File: src/rtl/pipe_stage_reg.sv
// Elastic pipeline register carrying a control and a data bundle across a MIPS stage boundary.
// Latency: an entry accepted in cycle N is presented in cycle N+1.
// Backpressure: SKID=1 uses a two-entry skid buffer with registered o_ready; SKID=0 uses one register with combinational o_ready.
module pipe_stage_reg #(
  parameter int                    CTRL_WIDTH  = 16,
  parameter int                    DATA_WIDTH  = 32,
  parameter int                    SKID        = 1,
  parameter logic [CTRL_WIDTH-1:0] BUBBLE_CTRL = '0
) (
  input  logic                  i_clk,
  input  logic                  i_reset,
  input  logic                  i_enable,
  input  logic                  i_flush,
  input  logic                  i_valid,
  output logic                  o_ready,
  input  logic [CTRL_WIDTH-1:0] i_ctrl,
  input  logic [DATA_WIDTH-1:0] i_data,
  output logic                  o_valid,
  input  logic                  i_ready,
  output logic [CTRL_WIDTH-1:0] o_ctrl,
  output logic [DATA_WIDTH-1:0] o_data,
  output logic [1:0]            o_count
);

  // The encoding doubles as the occupancy count.
  typedef enum logic [1:0] {
    EMPTY    = 2'd0,
    FULL     = 2'd1,
    SKIDFULL = 2'd2
  } state_t;

  state_t                state_q, state_d;
  logic [CTRL_WIDTH-1:0] main_ctrl_q, main_ctrl_d;
  logic [DATA_WIDTH-1:0] main_data_q, main_data_d;
  logic [CTRL_WIDTH-1:0] skid_ctrl_q, skid_ctrl_d;
  logic [DATA_WIDTH-1:0] skid_data_q, skid_data_d;
  logic                  ready_q, ready_d;
  logic                  acc_in, acc_out;

  assign o_valid = (state_q != EMPTY);
  assign o_ctrl  = o_valid ? main_ctrl_q : BUBBLE_CTRL;
  assign o_data  = main_data_q;
  assign o_count = state_q;

  // With the skid buffer, ready comes straight from a flop so the upstream
  // timing path is cut; without it, ready looks through to i_ready.
  assign o_ready = (SKID != 0) ? (ready_q & i_enable)
                               : (i_enable & (~o_valid | i_ready));

  assign acc_in  = i_valid & o_ready & i_enable;
  assign acc_out = o_valid & i_ready & i_enable;

  // Next-state and datapath selection: flush beats handshake, enable low freezes all.
  always_comb begin
    state_d     = state_q;
    main_ctrl_d = main_ctrl_q;
    main_data_d = main_data_q;
    skid_ctrl_d = skid_ctrl_q;
    skid_data_d = skid_data_q;
    if (i_enable) begin
      if (i_flush) begin
        // Held entries and any same-cycle input die; data regs keep stale values.
        state_d = EMPTY;
      end else begin
        case (state_q)
          EMPTY: begin
            if (acc_in) begin
              state_d     = FULL;
              main_ctrl_d = i_ctrl;
              main_data_d = i_data;
            end
          end
          FULL: begin
            if (acc_in && acc_out) begin
              main_ctrl_d = i_ctrl;
              main_data_d = i_data;
            end else if (acc_out) begin
              state_d = EMPTY;
            end else if (acc_in) begin
              if (SKID != 0) begin
                // Downstream stalled in the same cycle we promised space: park in skid.
                state_d     = SKIDFULL;
                skid_ctrl_d = i_ctrl;
                skid_data_d = i_data;
              end else begin
                // Not reachable with combinational ready; kept for completeness.
                main_ctrl_d = i_ctrl;
                main_data_d = i_data;
              end
            end
          end
          SKIDFULL: begin
            // o_ready is low here, so only the drain can happen.
            if (acc_out) begin
              state_d     = FULL;
              main_ctrl_d = skid_ctrl_q;
              main_data_d = skid_data_q;
            end
          end
          default: state_d = EMPTY;
        endcase
      end
    end
    ready_d = (state_d != SKIDFULL);
  end

  // State and bundle registers with asynchronous reset to an empty, ready stage.
  always_ff @(posedge i_clk or posedge i_reset) begin
    if (i_reset) begin
      state_q     <= EMPTY;
      main_ctrl_q <= '0;
      main_data_q <= '0;
      skid_ctrl_q <= '0;
      skid_data_q <= '0;
      ready_q     <= 1'b1;
    end else begin
      state_q     <= state_d;
      main_ctrl_q <= main_ctrl_d;
      main_data_q <= main_data_d;
      skid_ctrl_q <= skid_ctrl_d;
      skid_data_q <= skid_data_d;
      ready_q     <= ready_d;
    end
  end

endmodule
File: config.mk
export PLATFORM = sky130hd
export DESIGN_NAME = pipe_stage_reg
export DESIGN_NICKNAME = d
export VERILOG_FILES = /design/src/rtl/pipe_stage_reg.sv
export SDC_FILE = /design/constraint.sdc
export NUM_CORES = 1
export LEC_CHECK = 0
export ABC_AREA = 0
export BUFFER_PORTS_ARGS = -buffer_cell sky130_fd_sc_hd__buf_2
export CAP_MARGIN = 0
export CORE_AREA = 2 2 96 98
export CTS_BUF_LIST = sky130_fd_sc_hd__clkbuf_8
export DETAILED_ROUTE_END_ITERATION = 6
export DIE_AREA = 0 0 98 100
export GPL_TIMING_DRIVEN = 0
export PLACE_DENSITY = 0.74
export SYNTH_ARGS = -nofsm -noshare
export SYNTH_HDL_FRONTEND = slang
export SYNTH_SLANG_ARGS = --single-unit
File: constraint.sdc
create_clock -name i_clk -period 9.85 [get_ports i_clk]
set_input_delay 1.97 -clock i_clk [delete_from_list [all_inputs] [get_ports i_clk]]
set_output_delay 1.97 -clock i_clk [all_outputs]
set_load 0.02 [all_outputs]
# --- Word-level counts from Yosys, hierarchy flattened ---
# Index checks and enable logic that the tools add are counted.
totals:
  elab_cells: 43
  out_inout_bits: 52
  in_bits: 54
  reg_bits: 99
op_classes:
  eq_ne: 6
  mux: 17
  n_reduce_logical: 6
  bitwise: 8
ops:
  columns: ["op", "n"]
  rows:
  - ["$mux 32", 3]
  - ["$pmux 32 s3", 1]
  - ["$mux 16", 4]
  - ["$pmux 16 s3", 1]
  - ["$mux 2", 7]
  - ["$reduce_and 6->1", 2]
  - ["$ne 2x2->1 const B", 4]
  - ["$pmux 2 s3", 1]
  - ["$and 1x1->1", 5]
  - ["$not 1->1", 3]
  - ["$reduce_bool 3->1", 1]
  - ["$eq 2x1->1 const B", 1]
  - ["$eq 2x2->1 const B", 1]
  - ["$logic_not 2->1", 1]
  - ["$reduce_bool 2->1", 1]
  - ["$logic_and 1x1->1", 1]

# --- Depth between registers and ports, before layout ---
# Gate-level depths: netlist of run 1.
logic_depth:
  word_depth: 10
  mapped_depth: 6
  mapped_depth_nobuf: 4

# --- Worst setup path before layout of run 1 ---
# Ideal clock, no wire load.
synth_timing:
  path_kind: "input to output"
  start: "input port i_enable"
  end: "output port o_ready"
  t_required_ps: 7880
  arrival_time_ps: 2180
  setup_slack_ps: 5700
  n_path_buf: 0
  path_stages: 1
  path_cell_list: "and2_1"
synth_via:
  elab_chain_len: 1
synth_lines:
  columns: ["item", "line", "rtl"]
  rows:
  - ["from (decl)", "12", "input logic i_enable,"]
  - ["$and 1x1->1", "47", "assign o_ready = (SKID != 0) ? (ready_q & i_enable)"]
  - ["to (decl)", "15", "output logic o_ready,"]
# Every way passes these cells.

# --- Worst setup path after layout of run 1 ---
# Ends and elaborated chain as after synthesis.

==> reports/results.tsv, run 1 <==
metric	value	unit
WS Path Type	in2out	
Clk Latency, worst-skew pair	0.35	ns
largest net degree at the start of global routing	56	
Die H	100	um
Final Hold Vio Count	0	
CP max FO	8	
Buf/Inv on CP	2	
WL/cell	15.6	um
post-synthesis cell type count	26	
number of global-route vias before repair	3117	
clock tree from TritonCTS	yes	
Slew headroom	46.9	%
DR pass1 iterations	4	
most frequent CP cell	buf_2	
Overflow after GRT	0	
Syn. warnings	0	
hold slack	0.510	ns
Root Driver	clkbuf_8	
largest cells by area after synthesis	dfrtp_1 57%, mux2_2 13%, mux2i_1 11%	
Post-synth EDFFs	0	
H-tree depth	3	
Synth async-reset ratio	100	%
IO Count	106	
crit end category	output pin	
# DRC	0	
worst hold path class	reg2reg	
Crit path arrival time	2.40	ns
CTS Hold Buffers Added	0	
area leader, netlist	dfrtp_1	
worst r2r dst	o_data[1]	
Critical Path Stages	3	
first-pass GRT wire length	15200	um
hpwl dp	6460	um
drt first-iter violations	91	
fin crit share	44.3	%
Reg2Reg Depth	6	
CTS sink count	99	
Die W	98	um
PnR worst setup slack	5.48	ns
die area	9800	um^2
total number of vias	3038	
Design Power	1.18	mW
clk_skew	0.0101	ns
pre-CTS setup slack	5.48	ns
Mapped Nets	408	
LEAKAGE	2.78	nW
antenna diode count	0	
worst-margin pin slew	0.797	ns
Syn Inst Count	354	
# resized after CTS	0	
reg-to-reg slack, setup	7.76	ns
synthesized cell area	4300	um^2
Fin Setup TNS	0	ns
Post-synth top cells	98 x dfrtp_1, 50 x nor2_1, 49 x a21oi_1	
final setup violation count	0	
CP max-delay cell	buf_2	
Initial Utilization	48.4	%
Site Rows	35	
CP required	7.88	ns
Slew Limit Fails	0	
RSZ-0062 raised after global routing	no	
family with the most delay on the worst path	buffers and inverters	
Crit Reg-Reg Startpoint	o_count[1]	
Max Root-Sink Buffers	2	
min Tclk post-route	4.37	ns
post-synthesis sequential area ratio	57.7	%
predominant post-synthesis flop cell	dfrtp_1	
area delta synth->final	20.8	%
status	finished clean	
RePlAce Congestion	0.729	
cell depth of the worst min-delay path	1	
Synth Area per Inst	12.1	um^2
top-count cell post-synth	dfrtp_1	
DR vias/cell	5.18	
Core ar.	8890	um^2
Total GRT Usage	19.7	%
Worst IR Drop VDD	136	uV
drt total wl	9160	um
Clk pin slew, worst setup/hold paths	0.08	ns
layout cells sized above 1	39.2	%
Port Buffer Count	105	
CTS Buf Count	9	
#FFs+latches synth	99	
CP endpoint	o_ready	
Final Net Count	525	
setup bufs post-CTS	0	
max cap viols	0	
slowest stage delay, CP	0.15	ns
startpoint types	input port	
Critical Path Source	i_enable	
power density over cell area	227	nW/um^2
antenna violations before repair	0	
Peak Freq	229	MHz
Cell Chain, Critical Path	buf_2 > and2_1 > buf_2	
Detail Route Antenna Nets	0	
share of the synthesized area in the top cell type	57.0	%
==> flip-flops by register name, summed over array words and instances, names as in the netlist <==
name and count:
skid_ctrl_q 16, ready_q 1, o_data 32, skid_data_q 32
main_ctrl_q 16, o_count 2
==> cell type report <==
cell class                 instances  area, um^2
multi-input combinational        230        1680
fill                             783        3690
timing repair buffer             106         553
inverter                           3        13.8
tap                              111         139
sequential                        99        2480
clock buffer                      11         151
clock inverter                     4        50.0
buffer                            22         128
==> worst reg2reg max path, cell delays in order, from the launching register on <==
cell      delay (ns)
dfrtp_1         0.38
clkbuf_1        0.17
or3b_1          0.42
o32ai_2         0.45
buf_4           0.29
buf_6           0.17
a21oi_1         0.08
==> cells in the final DEF (no fill, tap or decap), types with 2 or more instances in the layout <==
cell	n
nand2_1	4
inv_1	2
nor2b_1	18
nor2_1	50
a21oi_1	49
dfrtp_1	98
buf_2	114
clkinvlp_4	2
nand3_1	2
buf_1	3
mux2i_1	48
clkbuf_8	11
buf_6	4
clkbuf_1	5
mux2_2	48
==> cells by family (layout without fill, tap and decap cells) <==
| group | count (synthesis) | in the layout | share of synthesized area (%) |
|---|---|---|---|
| DFF | 99 | 99 | 57.7 |
| muxes | 96 | 96 | 23.7 |
| and+or+nand+nor | 78 | 78 | 8.29 |
| AOI/OAI and AO/OA | 55 | 55 | 6.87 |
| buffers and inverters | 25 | 146 | 3.23 |
| xor gates and xnor gates | 1 | 1 | 0.204 |
==> per-layer routing <==
layer | global-route usage [%] | share of wire, % | vias up
li1 | - | - | 1450
met1 | 25.3 | 44 | 1499
met2 | 33.7 | 49 | 78
met3 | 4.04 | 5.3 | 11
met4 | 6.30 | 1.3 | 0
met5 | 0 | 0 | -
==> power by group <==
part	internal, mW	total (mW)	switching [mW]
sequential	0.529	0.590	0.0609
clock	0.130	0.263	0.133
combinational	0.146	0.324	0.178
total	0.804	1.18	0.373
==> worst min path at each step <==
stage                          from         endpoint
detailed placement  skid_data_q[13]  skid_data_q[13]
global placement    skid_data_q[28]  skid_data_q[28]
floorplan           skid_data_q[10]  skid_data_q[10]
finish              skid_data_q[11]  skid_data_q[11]
global route         skid_data_q[1]   skid_data_q[1]
CTS                  skid_data_q[0]   skid_data_q[0]
==> per-stage QoR <==
stage / cell area [um^2] / util, % / std cells
2_1_floorplan: 4300 / - / 354
3_3_place_gp: 4960 / 55.8 / 570
3_5_place_dp: 4990 / 56.2 / 571
4_1_cts: 5190 / 58.4 / 586
5_1_grt: 5190 / 58.4 / 586
6_report: 5190 / 58.4 / 586
Note: power is estimated with default switching activity, not from simulation.
==> run 2, diff against run 1 <==
Settings changed: PLACE_DENSITY 0.74 to 0.77.
Clock period 9.85 ns to 3.6 ns, I/O delays scaled along.
==> reports/results.tsv, run 2 (synthesis gave the netlist of run 1 again) <==
metric	value	unit	change
status	finished clean		
fin crit share	81.0	%	
Slew headroom	46.8	%	-0.098 points
CP max FO	10		+2
area delta synth->final	21.0	%	
antenna violations before repair	0		unchanged
RSZ-0062 raised after global routing	no		
Slew Limit Fails	0		unchanged
Die W	98	um	unchanged
most frequent CP cell	clkbuf_1		
max cap viols	0		unchanged
post-route cell area	5200	um^2	+0.17%
largest net degree at the start of global routing	51		-8.9%
Overflow after GRT	0		unchanged
Fillers	774		-1.1%
RePlAce Congestion	0.761		+4.4%
Worst IR Drop VDD	350	uV	+160%
Die H	100	um	unchanged
worst r2r dst	o_data[29]		
WL/cell	15.8	um	+1.1%
CP required	2.88	ns	-5.00 ns
drt total wl	9280	um	+1.3%
PnR worst setup slack	0.685	ns	-4.80 ns
commonest cells after routing, fill and taps aside	114 x buf_2, 98 x dfrtp_1, 50 x nor2_1		
Fin Setup TNS	0	ns	unchanged
crit end category	output pin		
DR pass1 iterations	4		unchanged
WS Path Type	reg2out		
reg-to-reg slack, setup	1.51	ns	-6.25 ns
power density over cell area	627	nW/um^2	+180%
Site Rows	35		unchanged
worst hold path class	in2async		
Total GRT Usage	19.5	%	-0.18 points
IO Count	106		unchanged
post-place instance area	4990	um^2	unchanged
Final Hold Vio Count	0		unchanged
hpwl dp	6510	um	+0.64%
H-tree depth	3		unchanged
Detail Route Antenna Nets	0		unchanged
Reg2Reg Depth	6		unchanged
Final Net Count	525		unchanged
CP max-delay cell	nor2_1		
CTS Buf Count	9		unchanged
pre-CTS setup slack	1.06	ns	-4.43 ns
clock tree from TritonCTS	yes		
Clk Latency, worst-skew pair	0.35	ns	about the same
# DRC	0		unchanged
Peak Freq	343	MHz	
Max Root-Sink Buffers	2		unchanged
Root Driver	clkbuf_8		
Crit Reg-Reg Startpoint	o_count[1]		
first-pass GRT wire length	15200	um	-0.32%
setup bufs post-CTS	0		unchanged
antenna diode count	0		unchanged
LEAKAGE	2.79	nW	+0.43%
Core ar.	8890	um^2	unchanged
layout cells sized above 1	38.7	%	-0.50 points
final setup violation count	0		unchanged
CTS Hold Buffers Added	0		unchanged
number of global-route vias before repair	3054		-2.0%
most common cell after layout, fill and taps aside	buf_2		
Cell Chain, Critical Path	clkbuf_1 > nor2_1 > clkbuf_1 > nor2b_1 > buf_2		
worst-margin pin slew	0.799	ns	+0.00147 ns
hold slack	0.454	ns	-0.0557 ns
startpoint types	flop		
min Tclk post-route	2.91	ns	
Design Power	3.26	mW	+180%
clk_skew	0.0107	ns	+0.000525 ns
# resized after CTS	0		unchanged
CTS sink count	99		unchanged
die area	9800	um^2	unchanged
Port Buffer Count	105		unchanged
total number of vias	3036		-0.066%
Initial Utilization	48.4	%	unchanged
drt first-iter violations	116		+27%
slowest stage delay, CP	0.52	ns	+0.37 ns
Crit path arrival time	2.19	ns	-0.21 ns
DR vias/cell	5.17		-0.24%
Clk pin slew, worst setup/hold paths	0.09	ns	about the same
## run 2: stage by stage
step                instances  util [%]
floorplan                 354         -
global placement          570      55.8
finish                    587      58.5
detailed placement        571      56.2
global route              587      58.5
CTS                       587      58.5
## run 2: final cells by class
class | instances | area [um^2] | share of cell area [%]
multi-input combinational | 230 | 1680 | 32.3
clock buffer | 9 | 124 | 2.38
tap | 111 | 139 | 2.67
inverter | 3 | 13.8 | 0.264
clock inverter | 7 | 86.3 | 1.66
timing repair buffer | 106 | 553 | 10.6
sequential | 99 | 2480 | 47.6
buffer | 22 | 128 | 2.45
## run 2: worst max-delay path: cells and delay by family, from the launching register on
kind	cells	cell delay, ns
flops	1	0.38
simple gates	2	0.65
buf+inv	3	0.82
## run 2: worst max path at each step
stage,slack (ns),start,to,depth (start not counted)
5_1_grt,0.49,o_count[1],o_ctrl[8],5
3_3_place_gp,-0.77,i_reset,skid_data_q[28],2
4_1_cts,0.66,o_count[1],o_ctrl[9],5
6_report,0.69,o_count[1],o_ctrl[9],5
3_5_place_dp,1.06,o_count[1],o_ctrl[9],5
2_1_floorplan,0.29,i_reset,main_ctrl_q[0],1
## run 2: power breakdown
part / internal [mW] / switching (mW) / leakage [nW]
clock: 0.385 / 0.376 / 0.109
sequential: 1.45 / 0.169 / 1.18
combinational: 0.399 / 0.489 / 1.50
## run 2: per-layer routing
metal / global-route usage [%] / vias to the layer above / wire (um)
met5: 0 / - / 0
met4: 4.81 / 0 / 121
met3: 5.15 / 11 / 516
met2: 31.8 / 83 / 4410
met1: 26.2 / 1492 / 4220
li1: - / 1450 / -
==> run 3, diff against run 2 <==
Settings changed: PLACE_DENSITY 0.77 to 0.74.
Clock period 3.6 ns to 2.7 ns, I/O delays scaled along.
==> reports/results.tsv, run 3 (synthesis gave the netlist of run 1 again) <==
metric	value	unit	change
status	finished clean		
Die H	100	um	unchanged
Crit Reg-Reg Startpoint	o_count[1]		
WS Path Type	reg2out		
WL/cell	15.4	um	-2.8%
DR vias/cell	5.09		-1.6%
DR pass1 iterations	5		+1
Clk Latency, worst-skew pair	0.35	ns	about the same
Reg2Reg Depth	6		unchanged
CTS sink count	99		unchanged
clock tree from TritonCTS	yes		
IO Count	106		unchanged
layout cells sized above 1	39.8	%	+1.2 points
clk_skew	0.00951	ns	-0.00117 ns
hold slack	0.187	ns	-0.267 ns
power density over cell area	827	nW/um^2	+32%
switching share of power	32.1	%	+0.47 points
pre-CTS setup slack	0.343	ns	-0.712 ns
min Tclk post-route	2.40	ns	
family with the most delay on the worst path	buffers and inverters		
# DRC	0		unchanged
Slew headroom	48.5	%	+1.7 points
Overflow after GRT	0		unchanged
Max Root-Sink Buffers	2		unchanged
most common cell after layout, fill and taps aside	buf_2		
worst r2r dst	o_data[10]		
RePlAce Congestion	0.788		+3.5%
Buf/Inv on CP	3		unchanged
H-tree depth	3		unchanged
CTS Buf Count	9		unchanged
area delta synth->final	21.4	%	
antenna violations before repair	0		unchanged
first-pass GRT wire length	15000	um	-1.0%
CTS Hold Buffers Added	0		unchanged
post-route cell area	5220	um^2	+0.29%
Final Net Count	526		+0.19%
sequential share of power	49.9	%	+0.4 points
CP max FO	10		unchanged
crit end category	output pin		
Final Hold Vio Count	0		unchanged
slowest stage delay, CP	0.39	ns	-0.13 ns
Finished Layout Cells	588		+0.17%
commonest cells after routing, fill and taps aside	114 x buf_2, 98 x dfrtp_1, 49 x nor2_1, 49 x a21oi_1		
Fin Setup TNS	0	ns	unchanged
reg-to-reg slack, setup	0.59	ns	-0.92 ns
CP max-delay cell	dfrtp_1		
Die W	98	um	unchanged
number of global-route vias before repair	3023		-1.0%
Slew Limit Fails	0		unchanged
drt total wl	9030	um	-2.7%
DP Cell Count	572		+0.18%
Root Driver	clkbuf_8		
final setup violation count	0		unchanged
Total GRT Usage	19.2	%	-0.24 points
post-place instance area	5010	um^2	+0.28%
Peak Freq	417	MHz	
worst hold path class	in2async		
RSZ-0062 raised after global routing	no		
LEAKAGE	2.80	nW	+0.14%
Site Rows	35		unchanged
Clock power frac	22.8	%	-0.5 points
setup bufs post-CTS	0		unchanged
total number of vias	2992		-1.4%
Initial Utilization	48.4	%	unchanged
Core ar.	8890	um^2	unchanged
PnR worst setup slack	0.302	ns	-0.383 ns
Port Buffer Count	105		unchanged
Detail Route Antenna Nets	0		unchanged
Crit path arrival time	1.86	ns	-0.33 ns
fin crit share	88.8	%	
Power Internal	2.93	mW	+31%
Clk pin slew, worst setup/hold paths	0.09	ns	about the same
die area	9800	um^2	unchanged
Comb pwr share	27.3	%	about the same
Worst IR Drop VDD	363	uV	+3.8%
startpoint types	flop		
CP required	2.16	ns	-0.72 ns
hpwl dp	6430	um	-1.2%
net switching power	1.39	mW	+34%
max cap viols	0		unchanged
antenna diode count	0		unchanged
drt first-iter violations	93		-20%
worst-margin pin slew	0.772	ns	-0.0261 ns
largest net degree at the start of global routing	45		-12%
Cell Chain, Critical Path	clkbuf_1 > nor2_2 > clkbuf_2 > nor2b_1 > buf_2		
[run 3: cell count changes in the layout (fill, tap and decap cells not counted), sizes merged]
cell,previous run,this run
buf,123,124
bufinv,2,1
clkbuf,14,15
clkinv,0,1
clkinvlp,2,1
[run 3: worst register-to-register path, cell delays in order, from the launching register on]
cell and delay, ns:
dfrtp_1 0.39, clkbuf_1 0.18, or3b_1 0.41, o32ai_2 0.46
buf_4 0.29, buf_6 0.17, a21oi_1 0.08
[run 3: what timing repair did]
action	4_1_cts	5_1_grt
endpoints found under the setup margin	6	1
resized for setup	1	2
pin swaps	0	0
[run 3: worst max path at each step]
stage / startpoint / end / slack (ns) / cells after the start
floorplan: o_count[1] / o_valid / 0.76 / 4
global placement: i_reset / skid_data_q[27] / 0.34 / 2
detailed placement: o_count[1] / o_ctrl[9] / 0.34 / 5
CTS: o_count[1] / o_ctrl[9] / 0.10 / 5
global route: o_count[1] / o_ctrl[9] / 0.14 / 5
finish: o_count[1] / o_ctrl[9] / 0.30 / 5
[run 3: layer usage]
metal	vias to the layer above	routed length (um)	global-route usage, %
met5	-	0	0
met4	0	59	5.98
met3	5	463	4.25
met2	77	4410	31.6
met1	1458	4100	25.9
li1	1452	-	-
[run 3: through the flow]
step | total power, mW | utilization, %
final | 4.32 | 58.7
after global routing | 4.58 | 58.7
after CTS | 4.36 | 58.7
after floorplan | 2.96 | -
after detailed placement | 3.38 | 56.3
after global placement | 3.31 | 55.9
[run 3: power by group through the flow]
| stage | combinational [mW] | clock [mW] | sequential [mW] |
|---|---|---|---|
| floorplan | 0.648 | 0 | 2.31 |
| global placement | 1.16 | 0 | 2.15 |
| detailed placement | 1.20 | 0 | 2.18 |
| CTS | 1.20 | 1.01 | 2.15 |
| global route | 1.30 | 1.07 | 2.21 |
| finish | 1.18 | 0.984 | 2.15 |
[run 3: cell type report]
class | count | area [um^2]
fillers | 786 | 3670
flip-flops and latches | 99 | 2480
multi-input cells | 230 | 1680
repair buffers | 107 | 566
well taps | 111 | 139
clock buffers | 10 | 138
plain buffers | 22 | 129
clock inverters | 6 | 70.1
inverters | 3 | 15.0
